$ cat config.mk
export PLATFORM = sky130hd
export DESIGN_NAME = max_pool_unit
export DESIGN_NICKNAME = d
export VERILOG_FILES = /design/src/rtl/max_pool_unit.sv
export SDC_FILE = /design/constraint.sdc
export NUM_CORES = 1
export LEC_CHECK = 0
export BUFFER_PORTS_ARGS = -buffer_cell sky130_fd_sc_hd__buf_2
export CORE_MARGIN = 8
export CORE_UTILIZATION = 51
export CTS_CLUSTER_SIZE = 10
export DETAILED_ROUTE_END_ITERATION = 10
export HOLD_SLACK_MARGIN = 0.02
export PLACE_DENSITY = 0.76
export SETUP_SLACK_MARGIN = 0.3
export SKIP_LAST_GASP = 1
export SLEW_MARGIN = 20
export SYNTH_ARGS = -nofsm -noshare
export SYNTH_HDL_FRONTEND = slang
export SYNTH_SLANG_ARGS = --single-unit
$ cat constraint.sdc
create_clock -name clk -period 2.5 [get_ports clk]
set_input_delay 0.125 -clock clk [delete_from_list [all_inputs] [get_ports clk]]
set_output_delay 0.125 -clock clk [all_outputs]
set_load 0.01 [all_outputs]
$ cat src/rtl/max_pool_unit.sv
// Multi-channel max-pooling engine: per-channel running max and argmax over WIN beats,
// valid/ready on both sides, signed/unsigned compare latched on each window's first beat.
module max_pool_unit #(
  parameter int DATA_W = 8,
  parameter int CH     = 4,
  parameter int WIN    = 4,
  parameter int IDX_W  = (WIN > 2) ? $clog2(WIN) : 1
) (
  input  logic                clk,
  input  logic                rst,
  input  logic                clear,
  input  logic                signed_mode,
  input  logic                in_valid,
  output logic                in_ready,
  input  logic [CH*DATA_W-1:0] in_data,
  output logic                out_valid,
  input  logic                out_ready,
  output logic [CH*DATA_W-1:0] out_data,
  output logic [CH*IDX_W-1:0]  out_idx,
  output logic [IDX_W-1:0]     win_cnt
);

  localparam logic [IDX_W-1:0] LAST_BEAT = IDX_W'(WIN - 1);

  logic [IDX_W-1:0] cnt_reg;
  logic             mode_reg;
  logic             out_valid_reg;
  logic             accept;
  logic             first_beat;
  logic             last_beat;
  logic             cmp_signed;

  // Backpressure is conservative: any unconsumed result stalls the input side.
  assign in_ready   = !clear && !(out_valid_reg && !out_ready);
  assign accept     = in_valid && in_ready;
  assign first_beat = (cnt_reg == '0);
  assign last_beat  = (cnt_reg == LAST_BEAT);
  // The first beat of a window compares nothing, but its mode must already govern WIN=1 loads.
  assign cmp_signed = first_beat ? signed_mode : mode_reg;

  assign out_valid = out_valid_reg;
  assign win_cnt   = cnt_reg;

  always_ff @(posedge clk or negedge rst) begin
    if (!rst) begin
      cnt_reg       <= '0;
      mode_reg      <= 1'b0;
      out_valid_reg <= 1'b0;
    end else begin
      if (clear) begin
        cnt_reg <= '0;
      end else if (accept) begin
        if (first_beat) begin
          mode_reg <= signed_mode;
        end
        if (last_beat) begin
          cnt_reg <= '0;
        end else begin
          cnt_reg <= cnt_reg + 1'b1;
        end
      end

      // A fresh result wins over consumption of the old one in the same cycle.
      if (accept && last_beat) begin
        out_valid_reg <= 1'b1;
      end else if (out_valid_reg && out_ready) begin
        out_valid_reg <= 1'b0;
      end
    end
  end

  genvar gi;
  generate
    for (gi = 0; gi < CH; gi++) begin : g_ch
      logic [DATA_W-1:0] sample;
      logic [DATA_W-1:0] max_reg;
      logic [DATA_W-1:0] max_next;
      logic [IDX_W-1:0]  idx_reg;
      logic [IDX_W-1:0]  idx_next;
      logic [DATA_W-1:0] res_max_reg;
      logic [IDX_W-1:0]  res_idx_reg;
      logic              greater;

      assign sample = in_data[gi*DATA_W +: DATA_W];

      always_comb begin
        greater  = 1'b0;
        max_next = max_reg;
        idx_next = idx_reg;
        if (cmp_signed) begin
          greater = ($signed(sample) > $signed(max_reg));
        end else begin
          greater = (sample > max_reg);
        end
        if (first_beat) begin
          max_next = sample;
          idx_next = '0;
        end else if (greater) begin
          max_next = sample;
          idx_next = cnt_reg;
        end
      end

      always_ff @(posedge clk or negedge rst) begin
        if (!rst) begin
          max_reg     <= '0;
          idx_reg     <= '0;
          res_max_reg <= '0;
          res_idx_reg <= '0;
        end else if (accept) begin
          max_reg <= max_next;
          idx_reg <= idx_next;
          if (last_beat) begin
            res_max_reg <= max_next;
            res_idx_reg <= idx_next;
          end
        end
      end

      assign out_data[gi*DATA_W +: DATA_W] = res_max_reg;
      assign out_idx[gi*IDX_W +: IDX_W]    = res_idx_reg;
    end
  endgenerate

endmodule

# Yosys cells after proc, flatten, opt, wreduce, memory -nomap -nowiden
# Cells that the tools add are included.
# word_totals
register_bits,84
in_bits,38
elab_cells,69
# op_classes
n_addsub,1
n_lt_le_gt_ge,8
n_eq_ne,1
muxes,26
bitwise,1
n_reduce_logical,13
# op_table
cell,n
$gt A8 B8 Y1,8
$mux W8,8
$mux W2,11
$mux W1,7
$logic_and A1 B1 Y1,5
$reduce_and A2 Y1,2
$reduce_bool A2 Y1,2
$logic_not A1 Y1,3
$add A2 B1 Y2 const B,1
$eq A2 B2 Y1 const B,1
$logic_not A2 Y1,1
$not A1 Y1,1

# Logic depth before layout (Yosys ltp)
# Gate-level depths: netlist of run 1.
# logic_depth
depth_word,7
depth_mapped,9
mapped_depth_nobuf,7

# Least setup slack after synthesis of run 1
# No wires, ideal clock.
# synth_timing
path_type,flip-flop to flip-flop
from,"reg cnt_reg[0], in the netlist win_cnt[0]"
to,reg g_ch[1].max_reg[0]
setup_ns,0.125
arrival_ns,2.435
slack_ns,-0.059
stages_incl_launch_ff,10
path_buffers,2
cell_sequence,dfrtp_1 -> inv_1 -> ha_1 -> buf_6 -> mux2i_4 -> nor2_1 -> or4_1 -> buf_6 -> o211ai_4 -> mux2_2
# synth_via
elab_chain_cells,5
# synth_rtl
element,line,source
from (decl),25,logic [IDX_W-1:0] cnt_reg;
from (signal assigned),59,cnt_reg <= cnt_reg + 1'b1;
$logic_not A2 Y1 *,36,assign first_beat = (cnt_reg == '0);
$mux W1,-,
$mux W1,90,if (cmp_signed) begin
$mux W8,98,end else if (greater) begin
$mux W8 *,95,if (first_beat) begin
to (signal assigned),111,max_reg <= max_next;
to (decl),76,logic [DATA_W-1:0] max_reg;
# Every way passes the cells marked *; elsewhere a longest branch is shown, timed or not.
# A chain may end at the register's enable or synchronous reset.

# Worst setup path after layout of run 1
# layout_timing
from,"reg cnt_reg[0], in the netlist win_cnt[0]"
to,reg g_ch[1].max_reg[5]
# The elaborated chain is that of the path after synthesis.

==> run_results.csv, run 1 <==
group,metric,value,unit
run_status,status,"complete, no violations",
power,p_per_area,879.0,nW/µm²
logic_synthesis,muxShareOfSynthArea,8.106,%
grt,first_global_vias,4423,
logic_synthesis,synth_top_area_cell,"dfrtp_1",
timing,fmax,0.4271,GHz
hold_path,hold_class,"input pin to register",
worst_setup_path,endpoint,"g_ch[1].max_reg[5]",
grt,antenna_found_initial,0,
floorplan,io_pins,82,
drt,drc_errors,0,
logic_synthesis,synth-xor-area-share,0,%
logic_synthesis,synth.cell_area,4862,µm²
logic_synthesis,syn-num-nets,555,
drt,postRouteAntennaNets,0,
cts,clock_sinks,84,
logic_synthesis,syn_avg_cell_area,10.07,µm²
cts,clk_latency,0.37,ns
worst_setup_path,rrSetupSlack,0.16,ns
power,peakVddDrop,0.0004413,V
grt,grt_max_degree,85,
floorplan,start_util,52.62,%
cts,cts_buffer_depth,2,
drt,num_vias,4560,
timing,fin_crit_sh,93.66,%
timing,fin_ws,0.1586,ns
cts,clockRootBuffer,"clkbuf_8",
floorplan,rows,35,
floorplan,die_w,113.6,µm
logic_synthesis,syn_inst,483,
worst_setup_path,r2r_start,"win_cnt[0]",
floorplan,dieHeight,113.6,µm
layout,layout_common_cells,"83 x dfrtp_1, 79 x buf_2, 65 x nand2_1",
grt,grt_pass1_wl,22.09,mm
drt,routed_wl,14.99,mm
timing,fin_skew,0.01391,ns
cts,cts_htree_levels,3,
placed_design,portBuffers,81,
layout,layout_commonest_cell,"dfrtp_1",
floorplan,dieArea,12910,µm²
logic_synthesis,yosysTopAreaCellShare,43.23,%
placed_design,dp_hpwl,8.881,mm
drt,drt-vias-per-instance,6.088,
timing,rsz0062_at_grt,"true",
drt,dr.pass1.iters,5,
power,p_leak,3.092,nW
flow_run,cap_violations,0,
worst_setup_path,worstPathArrival,2.59,ns
drt,drtIter0Drc,361,
worst_setup_path,r2r_end,"g_ch[1].max_reg[5]",
layout,syn2layout_area_growth,37.06,%
timing,relSlewSlack,46.99,%
timing,hold_viol_final,0,
logic_synthesis,synth_fa_ha_area_share,8.749,%
logic_synthesis,ys_seq_area_share,43.23,%
worst_setup_path,critPathKind,"register to register",
logic_synthesis,synth_cell_types,45,
drt,wl_per_cell,20.02,µm
worst_setup_path,critPathRequiredTime,2.74,ns
logic_synthesis,synth_top_family_by_area,"compound AO/OA/AOI/OAI gates",
cts,numCtsBuffers,9,
grt,track_usage,20.98,%
worst_setup_path,cp-startpoint,"win_cnt[0]",
logic_synthesis,synth_area_leaders,"dfrtp_1 43%, ha_1 8.7%, mux2_2 7.6%",
worst_setup_path,reg2reg_depth,8,
timing,finalCriticalPeriod,2.341,ns
layout,fill_cells,637,
logic_synthesis,synth_warnings,0,
timing,slew_viol_final,0,
grt,grt-ovfl-total,0,
placed_design,finalWeightedCongestion,0.8339,
logic_synthesis,synth-seq-cells,84,
logic_synthesis,synth_compound_area_share,21.72,%
timing,setup_viol,0,
layout,antennaDiodeCount,0,
worst_setup_path,crit_fanout,5,
placed_design,pre_cts_ws,0.01695,ns
logic_synthesis,synth-simple-area-share,12.40,%
worst_setup_path,startpoint_type,"register",
timing,worst_pin_slew,0.7951,ns
cts,clkTransAtPathRegs,0.09,ns
worst_setup_path,crit_path_end_kind,"register",
floorplan,core,9240,µm²
layout,layout-drive-gt1-share,39.84,%
layout,nets,687,
power,p_total,0.005857,W
cts,cts_tree,"yes",
[power by group]
group          leakage (nW)  internal (W)  switching, W  total [W]
sequential             1.07       0.00179      0.000277    0.00207
clock                0.0958      0.000467      0.000554    0.00102
combinational          1.93       0.00133       0.00144    0.00277
total                  3.09       0.00359       0.00227    0.00586
[how the worst min path moves through the flow]
stage | depth (start not counted) | slack [ns] | start | end
floorplan | 0 | -0.17 | rst | g_ch[0].idx_reg[0]
global route | 3 | 0.02 | in_data[5] | g_ch[0].res_max_reg[5]
finish | 3 | 0.03 | in_data[5] | g_ch[0].res_max_reg[5]
CTS | 3 | 0.02 | in_data[2] | g_ch[0].res_max_reg[2]
global placement | 2 | 0.35 | clear | win_cnt[1]
detailed placement | 2 | 0.36 | clear | win_cnt[1]
[through the flow]
step | setup TNS, ns | utilization [%] | cells | hold WS (ns) | instance area [µm²]
finish | 0 | 72.12 | 749 | 0.02862 | 6664
global route | 0 | 72.12 | 749 | 0.02204 | 6664
CTS | 0 | 65.93 | 726 | 0.02019 | 6092
detailed placement | 0 | 59.95 | 693 | 0.3577 | 5539
global placement | 0 | 59.95 | 693 | 0.3478 | 5539
floorplan | -0.6390 | - | 483 | -0.1706 | 4886
[final cells by class]
cell class              count  area [µm²]  share of cell area (%)
repair buffers            147        1067                   16.02
well taps                 129       161.4                   2.422
flip-flops and latches     84        2103                   31.56
inverters                  42       157.7                   2.366
clock inverters             7       76.32                   1.145
multi-input cells         331        2974                   44.63
clock buffers               9       123.9                   1.859
[cells by family (layout without fill, tap and decap cells)]
family          Yosys count  after routing
compound gates          133            133
fa+ha+maj                34             34
buf+inv                  68            205
flops                    84             84
mux                      34             34
simple gates            130            130
[layer usage]
layer / share of wire, % / track usage, % / wire length, µm / vias to the layer above
met5: 0 / 0 / 0 / -
met1: 42 / 26.30 / 6280 / 2243
li1: - / - / - / 2099
met3: 7.3 / 4.279 / 1090 / 21
met2: 49 / 35.58 / 7393 / 197
met4: 1.5 / 6.217 / 228 / 0
[repair_timing]
action                     4_1_cts  5_1_grt
hold buffers                     9        0
hold endpoints to repair        76        0
gates cloned                     0        1
gates resized for setup         37       84
pin swaps                        6       36
buffers inserted                 8       22
setup endpoints to repair       72       72
[cell usage after synthesis]
cell       number
a211oi_1        2
clkbuf_1       20
o31ai_2         2
buf_6           3
buf_2           3
o22ai_1         1
o32ai_1         3
a31o_2          1
nor3b_1         1
and3_1          1
a41oi_1         1
nand2b_1        1
nor3_1         24
a221o_1         7
or4_1           2
nor2b_1         5
a32oi_1        15
clkinv_1        1
a21o_1          2
o2111ai_1      16
nor4_1          4
o211ai_4        2
o211a_1         3
mux2i_4         1
and2_1          2
nand4_1         8
a21oi_1         9
inv_1          41
or3_1           2
o32a_1          4
nand3_1         5
or2_2           2
dfrtp_1        84
nand2_1        66
nor2_1          6
o21ai_0        17
o31ai_1         3
o21a_1          7
o211ai_1       32
o21ai_1         1
o2111a_1        1
and4_1          1
o311ai_0        4
ha_1           34
mux2_2         33
[worst max-delay path: stages (launching register included)]
cell and delay [ns]:
dfrtp_2 0.42, inv_2 0.09, ha_4 0.16, mux2i_4 0.29, nor2_1 0.08, or4_4 0.44, o211ai_4 0.25, buf_12 0.15
mux2_2 0.33
Note: power is estimated with default switching activity, not from simulation.
==> run 2, diff against run 1 <==
--- a/config.mk
+++ b/config.mk
@@ -10,7 +10,7 @@
 export CORE_UTILIZATION = 51
 export CTS_CLUSTER_SIZE = 10
 export DETAILED_ROUTE_END_ITERATION = 10
-export HOLD_SLACK_MARGIN = 0.02
+export HOLD_SLACK_MARGIN = 0.08
 export PLACE_DENSITY = 0.76
 export SETUP_SLACK_MARGIN = 0.3
 export SKIP_LAST_GASP = 1
==> run 2 against run 1 <==
Compared with the run above: combinational power hardly changed; largest power group unchanged; routed wire length is 2.6% higher; final area is 2.9% higher.
==> run_results.csv, run 2 (same netlist as run 1, synthesis figures left out) <==
group,metric,value,unit
worst_setup_path,rrSetupSlack,0.11,ns
worst_setup_path,critPathKind,"register to register",
placed_design,placed_cells,693,
cts,clockRootBuffer,"clkbuf_8",
placed_design,pre_cts_ws,0.01695,ns
timing,slew_viol_final,0,
grt,grt_pass1_wl,22.72,mm
drt,drtIter0Drc,459,
drt,drc_errors,0,
layout,final_area,6859,µm²
timing,setup_viol,0,
grt,grt_max_degree,85,
floorplan,io_pins,82,
cts,clkTransAtPathRegs,0.09,ns
timing,hold_viol_final,0,
timing,finalCriticalPeriod,2.392,ns
timing,rsz0062_at_grt,"true",
run_status,status,"complete, no violations",
layout,layout_common_cells,"83 x dfrtp_1, 78 x buf_2, 65 x nand2_1",
placed_design,dp_hpwl,8.881,mm
cts,clk_latency,0.38,ns
timing,fmax,0.4180,GHz
timing,fin_crit_sh,95.70,%
grt,antenna_found_initial,0,
hold_path,holdPathStages,3,
power,p_leak,3.145,nW
cts,cts_htree_levels,3,
cts,clock_sinks,84,
hold_path,hold_class,"input pin to register",
power,peakVddDrop,0.0004433,V
layout,syn2layout_area_growth,41.07,%
worst_setup_path,crit_chain,"inv_1 -> ha_4 -> a211oi_2 -> nor2_1 -> or4_4 -> o211ai_4 -> buf_12 -> mux2_2",
layout,layout_commonest_cell,"dfrtp_1",
worst_setup_path,crit_fanout,5,
floorplan,core,9240,µm²
floorplan,start_util,52.62,%
worst_setup_path,crit_path_end_kind,"register",
layout,layout-drive-gt1-share,37.17,%
placed_design,finalWeightedCongestion,0.8339,
hold_path,hold-path-endpoint,"g_ch[2].res_max_reg[5]",
floorplan,dieArea,12910,µm²
timing,fin_skew,0.01691,ns
placed_design,portBuffers,81,
layout,nets,710,
worst_setup_path,slowest_delay,0.51,ns
cts,cts_tree,"yes",
worst_setup_path,r2r_start,"g_ch[1].max_reg[5]",
placed_design,placed_cell_area,5539,µm²
hold_path,min_from,"in_data[21]",
cts,cts_buffer_depth,2,
timing,relSlewSlack,47.55,%
grt,grt-ovfl-total,0,
drt,postRouteAntennaNets,0,
worst_setup_path,r2r_end,"g_ch[1].max_reg[5]",
worst_setup_path,reg2reg_depth,8,
drt,wl_per_cell,19.92,µm
drt,routed_wl,15.38,mm
drt,drt-vias-per-instance,6.136,
worst_setup_path,cp_slowest_cell,"or4_4",
flow_run,cap_violations,0,
grt,track_usage,21.61,%
worst_setup_path,crit_family,"simple AND/OR/NAND/NOR gates",
floorplan,dieHeight,113.6,µm
timing,fin_ws,0.1075,ns
floorplan,die_w,113.6,µm
worst_setup_path,cp_num_buf_inv,2,
floorplan,rows,35,
layout,antennaDiodeCount,0,
worst_setup_path,critPathRequiredTime,2.76,ns
worst_setup_path,worstPathArrival,2.65,ns
worst_setup_path,startpoint_type,"register",
layout,stdcell_count,772,
timing,fin_setup_tns,0,ns
power,p_per_area,856.3,nW/µm²
drt,num_vias,4737,
drt,dr.pass1.iters,7,
grt,first_global_vias,4571,
timing,worst_pin_slew,0.7868,ns
cts,numCtsBuffers,9,
==> run 2: cell count changes in the layout (fill, tap and decap cells not counted), moves of 2 or more <==
cell,change
dlygate4sd3_1,+27
o2111ai_2,-4
o21ai_1,+4
ha_2,+2
ha_1,-4
ha_4,+2
o21ai_2,-4
o2111ai_1,+4
==> run 2: how the worst max path moves through the flow <==
stage               slack, ns  depth (start not counted)                 end          startpoint
global placement         0.10                          8  g_ch[1].max_reg[6]          win_cnt[1]
floorplan               -0.05                          9  g_ch[1].max_reg[0]          win_cnt[0]
finish                   0.11                          8  g_ch[1].max_reg[5]  g_ch[1].max_reg[5]
global route             0.04                          8  g_ch[1].max_reg[5]          win_cnt[0]
detailed placement       0.02                          8  g_ch[1].max_reg[5]          win_cnt[1]
CTS                      0.18                          9  g_ch[1].max_reg[5]          win_cnt[1]
==> run 2: report_power, final <==
part           internal, W  switching [W]  total [W]
registers          0.00179       0.000286    0.00208
logic              0.00134        0.00144    0.00278
clock network     0.000467       0.000552    0.00102
==> run 2: metrics by stage <==
step	util [%]	hold WS, ns	power (W)
floorplan	-	-0.1706	0.003341
global placement	59.95	0.3478	0.003970
detailed placement	59.95	0.3577	0.004068
CTS	68.75	0.09536	0.005328
global route	74.23	0.09670	0.006194
finish	74.23	0.07663	0.005873
==> run 2: worst min-delay path, cell delays in order <==
cell and delay, ns:
buf_2 0.12, o2111ai_1 0.08, o211ai_1 0.08
==> run 2: final cells by class <==
type | instances | area, µm²
multi-input combinational | 331 | 2953
fill | 590 | 2381
sequential | 84 | 2103
timing repair buffer | 170 | 1284
tap | 129 | 161.4
inverter | 42 | 157.7
clock buffer | 9 | 123.9
clock inverter | 7 | 76.32
==> run 2: timing repair <==
item                                   CTS  global route
hold buffers                            35             0
pin swaps                                6            29
buffers inserted                         8            20
gates cloned                             0             0
endpoints found under the hold margin  134             0
resized for setup                       37            76
setup endpoints to repair               72            72
==> run 2: per-layer routing <==
metal  routed length, µm  global-route usage [%]  up-vias
met2                7600                   36.57      224
met5                   0                       0        -
li1                    -                       -     2142
met4                 348                   7.460        0
met1                6316                   26.89     2333
met3                1110                   4.226       38
